**config.mk**
```make
export PLATFORM = sky130hd
export DESIGN_NAME = a1339_spi_responder_flat
export DESIGN_NICKNAME = d
export VERILOG_FILES = /design/src/rtl/a1339_spi_responder_pkg.sv /design/src/rtl/a1339_spi_responder_if.sv /design/src/rtl/a1339_spi_responder_sync_edge.sv /design/src/rtl/a1339_spi_responder.sv /design/src/flat_wrapper.sv
export SDC_FILE = /design/constraint.sdc
export NUM_CORES = 1
export LEC_CHECK = 0
export ABC_AREA = 1
export BUFFER_PORTS_ARGS = -buffer_cell sky130_fd_sc_hd__buf_2
export CORE_MARGIN = 4
export CORE_UTILIZATION = 40
export CTS_BUF_LIST = sky130_fd_sc_hd__clkbuf_2
export DETAILED_ROUTE_END_ITERATION = 7
export GPL_ROUTABILITY_DRIVEN = 0
export PLACE_DENSITY = 0.66
export SLEW_MARGIN = 40
export SYNTH_ARGS = -nofsm -noshare
export SYNTH_HDL_FRONTEND = slang
export SYNTH_SLANG_ARGS = --single-unit
```
**constraint.sdc**
```tcl
create_clock -name clock -period 4.7 [get_ports clock]
set_clock_uncertainty 0.15 [all_clocks]
set_input_delay 1.41 -clock clock [delete_from_list [all_inputs] [get_ports clock]]
set_output_delay 1.41 -clock clock [all_outputs]
set_load 0.01 [all_outputs]
```
**src/rtl/a1339_spi_responder_pkg.sv**
```systemverilog
// Shared constants, FSM state type and response builder for the A1339
// SPI responder.
package a1339_responder_pkg;

    localparam int unsigned FRAME_BITS = 16;
    localparam int unsigned ADDR_W     = 6;
    localparam int unsigned PAYLOAD_W  = 12;

    localparam logic [ADDR_W-1:0] ADDR_ANGLE = 6'h20;
    localparam logic [ADDR_W-1:0] ADDR_TURNS = 6'h2E;
    localparam logic [ADDR_W-1:0] ADDR_TEST  = 6'h3E;

    typedef enum logic [1:0] {
        IDLE,
        SHIFT,
        DONE
    } state_e;

    // Response word: {err, 2'b00, odd parity over the whole word, payload}.
    function automatic logic [FRAME_BITS-1:0] build_response(
        input logic [ADDR_W-1:0]    addr,
        input logic [PAYLOAD_W-1:0] angle,
        input logic [PAYLOAD_W-1:0] turns,
        input logic [7:0]           test
    );
        logic                 err;
        logic [PAYLOAD_W-1:0] payload;
        err     = 1'b0;
        payload = '0;
        case (addr)
            ADDR_ANGLE: payload = angle;
            ADDR_TURNS: payload = turns;
            ADDR_TEST:  payload = {4'h0, test};
            default:    err     = 1'b1;
        endcase
        return {err, 2'b00, ~(^{err, payload}), payload};
    endfunction

endpackage

```
**src/rtl/a1339_spi_responder_if.sv**
```systemverilog
// 4-wire SPI bus between the sensor-interface master and the responder.
//   sck_i, ss_n_i, mosi_i : driven by the master
//   miso_o, miso_oe       : driven by the responder (miso_oe gates the tri-state)
interface a1339_spi_if;
    logic sck_i;
    logic ss_n_i;
    logic mosi_i;
    logic miso_o;
    logic miso_oe;

    modport master (
        output sck_i,
        output ss_n_i,
        output mosi_i,
        input  miso_o,
        input  miso_oe
    );

    modport slave (
        input  sck_i,
        input  ss_n_i,
        input  mosi_i,
        output miso_o,
        output miso_oe
    );
endinterface

```
**src/rtl/a1339_spi_responder_sync_edge.sv**
```systemverilog
// Multi-flop synchronizer with rise/fall detection for one asynchronous input.
//   clock   : system clock
//   d_i     : asynchronous input
//   level_o : synchronized level
//   rise_c  : one-cycle pulse on a synchronized 0->1 transition
//   fall_c  : one-cycle pulse on a synchronized 1->0 transition
// The flops carry no reset so that a reset taken while the master is mid-frame
// does not fabricate an edge from the reset value.
module spi_sync_edge #(
    parameter int unsigned SYNC_STAGES = 2
) (
    input  logic clock,
    input  logic d_i,
    output logic level_o,
    output logic rise_c,
    output logic fall_c
);

    logic [SYNC_STAGES-1:0] sync_q;
    logic                   prev_q;

    always_ff @(posedge clock) begin
        sync_q <= {sync_q[SYNC_STAGES-2:0], d_i};
        prev_q <= sync_q[SYNC_STAGES-1];
    end

    assign level_o = sync_q[SYNC_STAGES-1];
    assign rise_c  = sync_q[SYNC_STAGES-1] & ~prev_q;
    assign fall_c  = ~sync_q[SYNC_STAGES-1] & prev_q;

endmodule

```
**src/rtl/a1339_spi_responder.sv**
```systemverilog
// SPI mode-3 slave emulating one A1339 angle sensor. Each 16-bit frame
// returns the answer to the previous frame's command address.
//   clock, reset : system clock (>= 8x sck), synchronous active-high reset
//   spi          : SPI bus (slave modport)
//   angle_i      : live angle served at address 0x20
//   turns_i      : live turns count served at address 0x2E
//   frame_done   : pulse when a 16-bit frame completes
//   frame_error  : pulse when a frame ends with a bit count other than 16
//   last_cmd     : last valid command word
//   test_reg     : scratch register at address 0x3E
module a1339_spi_responder
    import a1339_responder_pkg::*;
#(
    parameter int unsigned       SYNC_STAGES = 2,
    parameter logic [ADDR_W-1:0] RESET_ADDR  = 6'h20
) (
    input  logic                  clock,
    input  logic                  reset,
    a1339_spi_if.slave            spi,
    input  logic [PAYLOAD_W-1:0]  angle_i,
    input  logic [PAYLOAD_W-1:0]  turns_i,
    output logic                  frame_done,
    output logic                  frame_error,
    output logic [FRAME_BITS-1:0] last_cmd,
    output logic [7:0]            test_reg
);

    localparam int unsigned CNT_MAX = FRAME_BITS + 1;
    localparam int unsigned CNT_W   = $clog2(CNT_MAX + 1);

    logic sck_rise_c, sck_fall_c, sck_level;
    logic ss_rise_c, ss_fall_c, ss_level_unused;
    logic mosi_level, mosi_rise_unused, mosi_fall_unused;

    spi_sync_edge #(.SYNC_STAGES(SYNC_STAGES)) u_sync_sck (
        .clock   (clock),
        .d_i     (spi.sck_i),
        .level_o (sck_level),
        .rise_c  (sck_rise_c),
        .fall_c  (sck_fall_c)
    );

    spi_sync_edge #(.SYNC_STAGES(SYNC_STAGES)) u_sync_ss (
        .clock   (clock),
        .d_i     (spi.ss_n_i),
        .level_o (ss_level_unused),
        .rise_c  (ss_rise_c),
        .fall_c  (ss_fall_c)
    );

    // mosi only needs its synchronized level, sampled on sck rise.
    spi_sync_edge #(.SYNC_STAGES(SYNC_STAGES)) u_sync_mosi (
        .clock   (clock),
        .d_i     (spi.mosi_i),
        .level_o (mosi_level),
        .rise_c  (mosi_rise_unused),
        .fall_c  (mosi_fall_unused)
    );

    state_e                 state_q, state_d;
    logic [CNT_W-1:0]       cnt_q, cnt_d;
    logic [FRAME_BITS-1:0]  rx_q, rx_d;
    logic [FRAME_BITS-1:0]  tx_q, tx_d;
    logic                   miso_q, miso_d;
    logic                   oe_q, oe_d;
    logic                   done_q, done_d;
    logic                   err_q, err_d;
    logic [FRAME_BITS-1:0]  last_q, last_d;
    logic [7:0]             test_q, test_d;
    logic [ADDR_W-1:0]      pend_q, pend_d;
    logic                   fpend_q, fpend_d;
    logic                   tx_bit_c;
    logic                   sck_level_unused;

    assign sck_level_unused = sck_level;

    // Bit presented after an sck fall: index follows the received-bit count,
    // holding bit 0 once all 16 bits have been clocked.
    always_comb begin
        if (cnt_q >= CNT_W'(FRAME_BITS)) begin
            tx_bit_c = tx_q[0];
        end else begin
            tx_bit_c = tx_q[4'(FRAME_BITS - 1) - cnt_q[3:0]];
        end
    end

    // State and datapath registers.
    always_ff @(posedge clock) begin
        if (reset) begin
            state_q <= IDLE;
            cnt_q   <= '0;
            rx_q    <= '0;
            tx_q    <= '0;
            miso_q  <= 1'b1;
            oe_q    <= 1'b0;
            done_q  <= 1'b0;
            err_q   <= 1'b0;
            last_q  <= '0;
            test_q  <= '0;
            pend_q  <= RESET_ADDR;
            fpend_q <= 1'b0;
        end else begin
            state_q <= state_d;
            cnt_q   <= cnt_d;
            rx_q    <= rx_d;
            tx_q    <= tx_d;
            miso_q  <= miso_d;
            oe_q    <= oe_d;
            done_q  <= done_d;
            err_q   <= err_d;
            last_q  <= last_d;
            test_q  <= test_d;
            pend_q  <= pend_d;
            fpend_q <= fpend_d;
        end
    end

    // Next-state and register updates.
    always_comb begin
        state_d = state_q;
        cnt_d   = cnt_q;
        rx_d    = rx_q;
        tx_d    = tx_q;
        miso_d  = miso_q;
        oe_d    = oe_q;
        done_d  = 1'b0;
        err_d   = 1'b0;
        last_d  = last_q;
        test_d  = test_q;
        pend_d  = pend_q;
        fpend_d = fpend_q;

        case (state_q)
            IDLE: begin
                if (ss_fall_c || fpend_q) begin
                    tx_d    = build_response(pend_q, angle_i, turns_i, test_q);
                    miso_d  = tx_d[FRAME_BITS-1];
                    oe_d    = 1'b1;
                    cnt_d   = '0;
                    rx_d    = '0;
                    fpend_d = 1'b0;
                    state_d = SHIFT;
                end
            end
            SHIFT: begin
                // ss rise takes priority over any coincident sck edge.
                if (ss_rise_c) begin
                    state_d = DONE;
                end else if (sck_rise_c) begin
                    rx_d = {rx_q[FRAME_BITS-2:0], mosi_level};
                    if (cnt_q != CNT_W'(CNT_MAX)) begin
                        cnt_d = cnt_q + CNT_W'(1);
                    end
                end else if (sck_fall_c) begin
                    miso_d = tx_bit_c;
                end
            end
            DONE: begin
                if (cnt_q == CNT_W'(FRAME_BITS)) begin
                    last_d = rx_q;
                    pend_d = rx_q[14:9];
                    if (rx_q[15] && (rx_q[14:9] == ADDR_TEST)) begin
                        test_d = rx_q[7:0];
                    end
                    done_d = 1'b1;
                end else begin
                    err_d = 1'b1;
                end
                // A new select arriving now is started from the next IDLE cycle.
                if (ss_fall_c) begin
                    fpend_d = 1'b1;
                end
                oe_d    = 1'b0;
                miso_d  = 1'b1;
                state_d = IDLE;
            end
            default: begin
                state_d = IDLE;
            end
        endcase
    end

    assign spi.miso_o  = miso_q;
    assign spi.miso_oe = oe_q;
    assign frame_done  = done_q;
    assign frame_error = err_q;
    assign last_cmd    = last_q;
    assign test_reg    = test_q;

endmodule

```
**src/flat_wrapper.sv**
```systemverilog
// flat-port wrapper written by rule: the top's interface ports become plain ports
module a1339_spi_responder_flat import a1339_responder_pkg::*;
#(
    parameter int unsigned       SYNC_STAGES = 2,
    parameter logic [ADDR_W-1:0] RESET_ADDR  = 6'h20
)
  (clock, reset, angle_i, turns_i, frame_done, frame_error, last_cmd, test_reg, spi_sck_i, spi_ss_n_i, spi_mosi_i, spi_miso_o, spi_miso_oe);
  a1339_spi_if spi_i ();
  input  logic clock;
  input  logic reset;
  input  logic [PAYLOAD_W-1:0] angle_i;
  input  logic [PAYLOAD_W-1:0] turns_i;
  output logic frame_done;
  output logic frame_error;
  output logic [FRAME_BITS-1:0] last_cmd;
  output logic [7:0] test_reg;
  input wire logic [$bits(spi_i.sck_i)-1:0] spi_sck_i;
  input wire logic [$bits(spi_i.ss_n_i)-1:0] spi_ss_n_i;
  input wire logic [$bits(spi_i.mosi_i)-1:0] spi_mosi_i;
  output wire logic [$bits(spi_i.miso_o)-1:0] spi_miso_o;
  output wire logic [$bits(spi_i.miso_oe)-1:0] spi_miso_oe;
  assign spi_i.sck_i = spi_sck_i;
  assign spi_i.ss_n_i = spi_ss_n_i;
  assign spi_i.mosi_i = spi_mosi_i;
  assign spi_miso_o = spi_i.miso_o;
  assign spi_miso_oe = spi_i.miso_oe;
  a1339_spi_responder #(.SYNC_STAGES(SYNC_STAGES), .RESET_ADDR(RESET_ADDR)) u_core (.clock(clock), .reset(reset), .spi(spi_i), .angle_i(angle_i), .turns_i(turns_i), .frame_done(frame_done), .frame_error(frame_error), .last_cmd(last_cmd), .test_reg(test_reg));
endmodule
```
==> Word-level counts from Yosys, hierarchy flattened <==
Cells that the tools add are included.
{ "word_totals": {"elab_cells": 98, "output_inout_bits": 28, "regBits": 80, "input_bits": 29} }
{ "classes": {"n_bitwise": 10, "reduce_logical": 18, "mux": 33, "n_addsub": 2, "eq_ne": 16, "order_cmp": 2} }
{ "op_table": {"columns": ["cell", "count"], "rows": [
  ["2-to-1 mux 16 bit", 3],
  ["one-hot mux 12 bit (3 select lines)", 1],
  ["one-hot mux 16 bit (2 select lines)", 1],
  ["equality test 6 bit (second input constant)", 4],
  ["2-to-1 mux 12 bit", 2],
  ["2-to-1 mux 5 bit", 4],
  ["2-to-1 mux 1 bit", 14],
  ["parity 13 bit", 1],
  ["!= test 2 x 1 -> 1 bit (second input constant)", 6],
  ["one-hot mux 5 bit (2 select lines)", 1],
  ["AND reduction 5 bit", 2],
  ["AND reduction 2 bit", 4],
  ["NOT 1 bit", 6],
  ["AND reduction 3 bit", 2],
  ["adder 5 x 1 -> 5 bit (second input constant)", 1],
  ["equality test 5 bit (second input constant)", 1],
  [">= comparator 5 bit (second input constant)", 1],
  ["less-than comparator 4 x 5 -> 1 bit (second input constant)", 1],
  ["!= test 5 bit (second input constant)", 1],
  ["bitwise AND 1 bit", 4],
  ["binary-select mux 1 bit (select 4 bit)", 1],
  ["2-to-1 mux 2 bit", 2],
  ["!= test 2 bit (second input constant)", 2],
  ["one-hot mux 1 bit (2 select lines)", 2],
  ["other kinds (13)", 14]
]} }

==> Depth between registers and ports, before layout <==
Gate-level depths: netlist (run 1).
{ "logic_depth": {"word_depth": 8, "mapped_depth": 18, "ltp_nobuf": 17} }

==> Cells and area by module <==
From an unflattened synthesis (run 1), not the netlist that was laid out.
{ "unflattened": {"cells_unflattened": 495, "hier_area_um2": 3706.1} }
{ "by_module_without_submodules": {"columns": ["module", "area_per_inst_um2", "cells_each", "instances"], "rows": [
  ["a1339_spi_responder", 3480.8, 474, 1],
  ["spi_sync_edge", 75.1, 7, 3]
]} }

==> Worst setup path before layout (run 1) <==
No wires, ideal clock.
{ "synth_timing": {"path_kind": "input to register", "from": "input angle_i[1]", "to": "register u_core.tx_q[12]", "arrival_time_ps": 2232, "stages": 14, "required_ps": 4441, "setup_time_ps": 109, "setup_slack_ps": 2209, "cell_sequence": "nand4_1 > inv_1 > nor2_1 > nand2_1 > nand2_1 > inv_1 > nand2_1 > nand2_1 > nand2_1 > nand2_1 > nand2_1 > nand3_1 > nand2_1 > inv_1"} }
{ "synth_via": {"elab_chain_cells": 5} }
{ "synth_rtl": {"columns": ["item", "line", "source"], "rows": [
  ["from (decl)", "flat_wrapper.sv:11", "input logic [PAYLOAD_W-1:0] angle_i;"],
  ["one-hot mux 12 bit (3 select lines)", "a1339_spi_responder_pkg.sv:30", "case (addr)"],
  ["2-to-1 mux 12 bit", "a1339_spi_responder.sv:135", "if (ss_fall_c || fpend_q) begin"],
  ["2-to-1 mux 12 bit", "a1339_spi_responder.sv:133", "case (state_q)"],
  ["parity 13 bit", "a1339_spi_responder_pkg.sv:36", "return {err, 2'b00, ~(^{err, payload}), payload};"],
  ["NOT 1 bit", "a1339_spi_responder_pkg.sv:36", null],
  ["to (signal assigned)", "a1339_spi_responder.sv:106", "tx_q <= tx_d;"],
  ["to (decl)", "a1339_spi_responder.sv:63", "logic [FRAME_BITS-1:0] tx_q, tx_d;"]
]} }
No other way between the ends. The select of a mux whose other input is x is not followed.
A chain may end at the register's enable or synchronous reset.

==> Worst setup path after layout (run 1) <==
{ "layout_timing": {"from": "register u_core.state_q[1]", "to": "register u_core.cnt_q[3]"} }
{ "layout_via": {"elab_chain_cells": 3, "word_cells_on_any_way": 9, "classes_between": "eq/ne: 5; mux: 1; reduce/logical: 3"} }
{ "layout_rtl": {"columns": ["item", "line", "source"], "rows": [
  ["from (decl)", "a1339_spi_responder.sv:60", "state_e state_q, state_d;"],
  ["from (signal assigned)", "a1339_spi_responder.sv:103", "state_q <= state_d;"],
  ["equality test 2 x 1 -> 1 bit or zero test 2 bit (tied branches)", "a1339_spi_responder.sv:133", null],
  ["!= test 2 x 1 -> 1 bit (no line), or another cell as far along", null, null],
  ["AND reduction 5 bit (no line)", null, null],
  ["to (signal assigned)", "a1339_spi_responder.sv:104", "cnt_q <= cnt_d;"],
  ["to (decl)", "a1339_spi_responder.sv:61", "logic [CNT_W-1:0] cnt_q, cnt_d;"]
]} }
Parallel ways exist; a longest one is shown, timed or not.

==> results of run 1 <==
==> metal layers <==
layer / global-route usage / routed length, um / vias up
met5: 0 / 0 / -
li1: - / - / 1650
met3: 0.0255 / 508 / 10
met1: 0.222 / 3820 / 1450
met4: 0.0583 / 109 / 0
met2: 0.270 / 3720 / 72
==> final cells by class <==
| cell class | instances | area (sq um) | share of cell area |
|---|---|---|---|
| clock buffer | 10 | 50.0 | 0.0129 |
| multi-input combinational | 308 | 1610 | 0.416 |
| timing repair buffer | 59 | 303 | 0.0782 |
| clock inverter | 6 | 41.3 | 0.0107 |
| sequential | 75 | 1500 | 0.388 |
| tap | 105 | 131 | 0.0339 |
| inverter | 63 | 236 | 0.0610 |
==> path summary, 6_finish.rpt <==
kind / end / depth (start not counted) / slack [ps] / start
setup reg to reg: u_core.cnt_q[3] / 7 / 1980 / u_core.state_q[1]
setup / recovery: u_core.cnt_q[3] / 7 / 1980 / u_core.state_q[1]
hold reg to reg: u_core.u_sync_sck.sync_q[1] / 0 / 200 / u_core.u_sync_sck.sync_q[0]
hold / removal: u_core.u_sync_sck.sync_q[1] / 0 / 200 / u_core.u_sync_sck.sync_q[0]
==> stage by stage <==
| stage | total power [mW] | hold slack (ps) | setup slack [ps] |
|---|---|---|---|
| 2_1_floorplan | 0.974 | 160 | 2210 |
| 3_3_place_gp | 1.03 | 162 | 1920 |
| 3_5_place_dp | 1.04 | 162 | 1890 |
| 4_1_cts | 1.34 | 198 | 1970 |
| 5_1_grt | 1.42 | 204 | 1750 |
| 6_report | 1.33 | 197 | 1980 |
==> cell usage in the layout (no fill, tap or decap), types with 3 or more instances in the layout <==
cell type,instances
a211oi_1,22
a21oi_1,37
buf_2,56
buf_4,3
clkbuf_2,10
clkinv_1,3
clkinvlp_4,3
dfxtp_1,75
ha_1,5
inv_1,58
nand2_1,75
nand2_2,3
nand3_1,39
nand4_1,11
nor2_1,52
nor3_1,4
o211ai_1,5
o21ai_0,35
o22ai_1,3
==> worst reg2reg max path, cell delays in order (launching register included) <==
cell and delay [ps]:
dfxtp_1 360, inv_1 110, ha_1 440, nand2_2 130
o32ai_2 240, nand2_2 330, o21ai_2 730, nor3b_1 120
==> where the power goes <==
group / switching (mW) / total [mW] / internal (mW)
clock: 0.227 / 0.298 / 0.0713
combinational: 0.194 / 0.292 / 0.0976
sequential: 0.0440 / 0.741 / 0.697
total: 0.465 / 1.33 / 0.866
==> cell families (layout without fill, tap and decap cells) <==
group,after synthesis,in the layout,share of synthesized area
AOI/OAI and AO/OA,109,109,0.186
DFF,75,75,0.430
adders and majority gates,5,5,0.0179
and+or+nand+nor,194,194,0.258
buffers and inverters,86,138,0.109
==> flow_summary.yaml, run 1 <==
logic_synthesis:
  yosysWarnings: 0
  synth_area_sq_um: 3490
  syn-instance-count: 469
  synth_top_cell_area_share: 0.430
  yosysUniqueCellTypes: 32
  ys_seq_area_frac: 0.430
  synthTopCellsByArea: "dfxtp_1, nand2_1, inv_1"
  synth_edf_count: 0
  synth-seq-cells: 75
  synth.avg_cell_area_sq_um: 7.45
  yosysTopAreaCell: "dfxtp_1"
  async_flop_share: 0
  yosys_most_used_dff: "dfxtp_1"
  synth_common_cells: "dfxtp_1, nand2_1, inv_1"
  synth_nets: 503
layout:
  nets: 550
  utilization: 0.464
  finish.instance_area_sq_um: 3870
  syn_to_final_growth_pct: 10.9
  num_antenna_cells: 0
  fill_cells: 861
  drive_above_1_share: 0.177
  fin_cells: 626
die:
  coreArea_sq_um: 8340
  ioPinCount: 57
  die-area_sq_um: 10300
  initial_core_util: 0.419
  die_w_um: 101
  rows: 33
  die_h_um: 101
critical_path:
  slowest_delay_ps: 730
  crit_buf_inv: 1
  worst_ep_arrival_time_ps: 2920
  crit_fanout: 26
  slowest_stage: "o21ai_2"
  crit_top_cell: "nand2_2"
  critPathTopFamily: "compound AO/OA/AOI/OAI gates"
  path_cells: "inv_1 -> ha_1 -> nand2_2 -> o32ai_2 -> nand2_2 -> o21ai_2 -> nor3b_1"
  end_kind: "flop"
  cp.required_ps: 4890
  setup.worst_path.start_class: "flop"
  crit_type: "flop to flop"
drt:
  drt-total-wl_mm: 8.16
  vias_per_cell: 5.08
  drt-initial-drc-count: 131
  drcViolationCount: 0
  postRouteAntennaNets: 0
  vias: 3182
  wl_per_cell_um: 13.0
  firstDrtPassIters: 4
clock_network:
  cts_hold_buffers: 0
  cts_resized: 0
  clock_path_buffers: 2
  path_clk_slew_ps: 190
  tritoncts: "done"
  numCtsBuffers: 9
  clockRootBuffer: "clkbuf_2"
  clk_latency_ps: 490
  clock-sinks: 75
  post_cts_buffers: 0
  cts_htree_levels: 3
power_and_ir_drop:
  leakagePower_nw: 1.82
  power_density_nw_per_um2: 344
  vdd_drop_max_v: 0.000179
sta:
  maxSlewViolCount: 0
  max_freq_mhz: 367
  setup_tns_ps: 0
  finalCritPeriodShare: 0.579
  period_needed_ps: 2720
  worst_pin_slew_ps: 771
  relSlewSlack: 0.486
  rsz0062_at_grt: "no"
  setup_viol: 0
  hold_viol_final: 0
global_route:
  grt_pass1_wl_mm: 13.8
  grtUsageTotal: 0.165
  grt_pass1_vias: 3009
  grt_max_degree: 29
  antenna_found_initial: 0
  overflow: 0
job:
  cap_viol_max_count: 0
placement:
  portBuffers: 56
  dp_hpwl_mm: 5.99
  place_area_sq_um: 3770
  dp.cells: 609
outcome:
  outcome: "finished clean"
min_path:
  holdCritPathClass: "flop to flop"
Power figures use the tool's default switching activity.
==> inputs of run 2 (changes only) <==
==> constraint.sdc (replaced) <==
create_clock -name clock -period 2.7 [get_ports clock]
set_clock_uncertainty 0.15 [all_clocks]
set_input_delay 0.81 -clock clock [delete_from_list [all_inputs] [get_ports clock]]
set_output_delay 0.81 -clock clock [all_outputs]
set_load 0.01 [all_outputs]
==> run 2 against run 1 <==
  * Utilization increased by 0.75 points
  * Sequential power increased by 74%
  * Combinational power grew 80%
  * Clock-buffer cell count did not move
  * Critical path depth grew 6
  * Largest power group unchanged
  * Highest routed layer unchanged
==> flow_summary.yaml, run 2 (synthesized netlist as in run 1, its figures left out) <==
job:
  cap_viol_max_count: 0
clock_network:
  tritoncts: "done"
  cts_htree_levels: 3
  post_cts_buffers: 0
  clock-sinks: 75
  numCtsBuffers: 9
  cts_resized: 0
  cts_hold_buffers: 0
  clk_latency_ps: 530
  path_clk_slew_ps: 210
  clock_path_buffers: 2
  clockRootBuffer: "clkbuf_2"
drt:
  wl_per_cell_um: 13.4
  drt-total-wl_mm: 8.47
  drcViolationCount: 0
  postRouteAntennaNets: 0
  firstDrtPassIters: 4
  vias_per_cell: 5.04
  drt-initial-drc-count: 218
  vias: 3183
sta:
  worst_pin_slew_ps: 484
  maxSlewViolCount: 0
  hold_viol_final: 0
  setup_tns_ps: 0
  setup_viol: 0
  relSlewSlack: 0.677
  finalCritPeriodShare: 0.825
  max_freq_mhz: 449
  rsz0062_at_grt: "no"
  hold_ws_ps: 199
  period_needed_ps: 2230
critical_path:
  slowest_delay_ps: 370
  end_kind: "flop"
  slowest_stage: "dfxtp_1"
  cp.required_ps: 2980
  crit_fanout: 19
  crit_type: "flop to flop"
  crit_top_cell: "nand2_1"
  setup.worst_path.start_class: "flop"
  worst_ep_arrival_time_ps: 2510
  path_cells: "inv_1 -> nor2_4 -> nand3_1 -> o22ai_1 -> o21ai_1 -> nand2_1 -> nand3_1 -> nand2_1 -> inv_1 -> nand2_1 -> nand3_1 -> nand2_1 -> inv_1"
die:
  ioPinCount: 57
  die_h_um: 101
  rows: 33
  initial_core_util: 0.419
  die_w_um: 101
  die-area_sq_um: 10300
  coreArea_sq_um: 8340
layout:
  num_antenna_cells: 0
  syn_to_final_growth_pct: 12.7
  fill_cells: 865
  nets: 555
  multiInputGateArea_sq_um: 1610
  regArea_sq_um: 1500
  final_cell_mix: "nand2_1, dfxtp_1, inv_1, buf_2, nor2_1"
  drive_above_1_share: 0.183
global_route:
  antenna_found_initial: 0
  grt_pass1_wl_mm: 14.3
  grt_max_degree: 29
  grtUsageTotal: 0.174
  overflow: 0
  grt_pass1_vias: 2959
placement:
  dp_hpwl_mm: 6.13
  portBuffers: 56
outcome:
  outcome: "finished clean"
power_and_ir_drop:
  leakagePower_nw: 1.86
  vdd_drop_max_v: 0.000245
  power_density_nw_per_um2: 620
min_path:
  holdCritPathClass: "flop to flop"
==> run 2: cell count changes in the layout (fill, tap and decap cells not counted), sizes merged <==
cell / change
buf: +5
inv: -1
clkinvlp: -1
bufinv: +1
clkinv: +1
==> run 2: final timing paths <==
path | endpoint | start | cells after the start | slack, ps
worst min register to register | u_core.u_sync_sck.sync_q[1] | u_core.u_sync_sck.sync_q[0] | 0 | 200
worst max-delay path | u_core.tx_q[12] | u_core.pend_q[5] | 13 | 470
worst max register to register | u_core.tx_q[12] | u_core.pend_q[5] | 13 | 470
worst min-delay path | u_core.u_sync_sck.sync_q[1] | u_core.u_sync_sck.sync_q[0] | 0 | 200
==> run 2: power breakdown <==
part,internal [mW],switching [mW]
logic,0.181,0.345
registers,1.21,0.0758
clock network,0.217,0.406
==> run 2: cell type report <==
type | instances | share of cell area
multi-input cells | 308 | 0.409
well taps | 105 | 0.0334
clock buffers | 10 | 0.0127
flip-flops and latches | 75 | 0.381
inverters | 63 | 0.0601
repair buffers | 64 | 0.0865
clock inverters | 6 | 0.0168
==> run 2: critical path: cells and delay by family (launching register included) <==
family,cells,cell delay [ps]
and+or+nand+nor,8,1020
buffers and inverters,3,150
DFF,1,370
AOI/OAI and AO/OA,2,450
==> run 2: metal layers <==
| metal | wire length, um | track usage |
|---|---|---|
| met1 | 4010 | 0.237 |
| met3 | 450 | 0.0269 |
| met2 | 3900 | 0.275 |
| met4 | 112 | 0.0726 |
| met5 | 0 | 0 |
==> run 2: metrics by stage <==
stage	area (sq um)	std cells	util	setup slack [ps]	power [mW]
6_report	3940	631	0.472	472	2.44
5_1_grt	3940	631	0.472	243	2.60
4_1_cts	3940	631	0.472	488	2.45
3_5_place_dp	3820	615	0.458	501	1.83
3_3_place_gp	3820	615	0.458	550	1.82
2_1_floorplan	3490	469	-	773	1.70
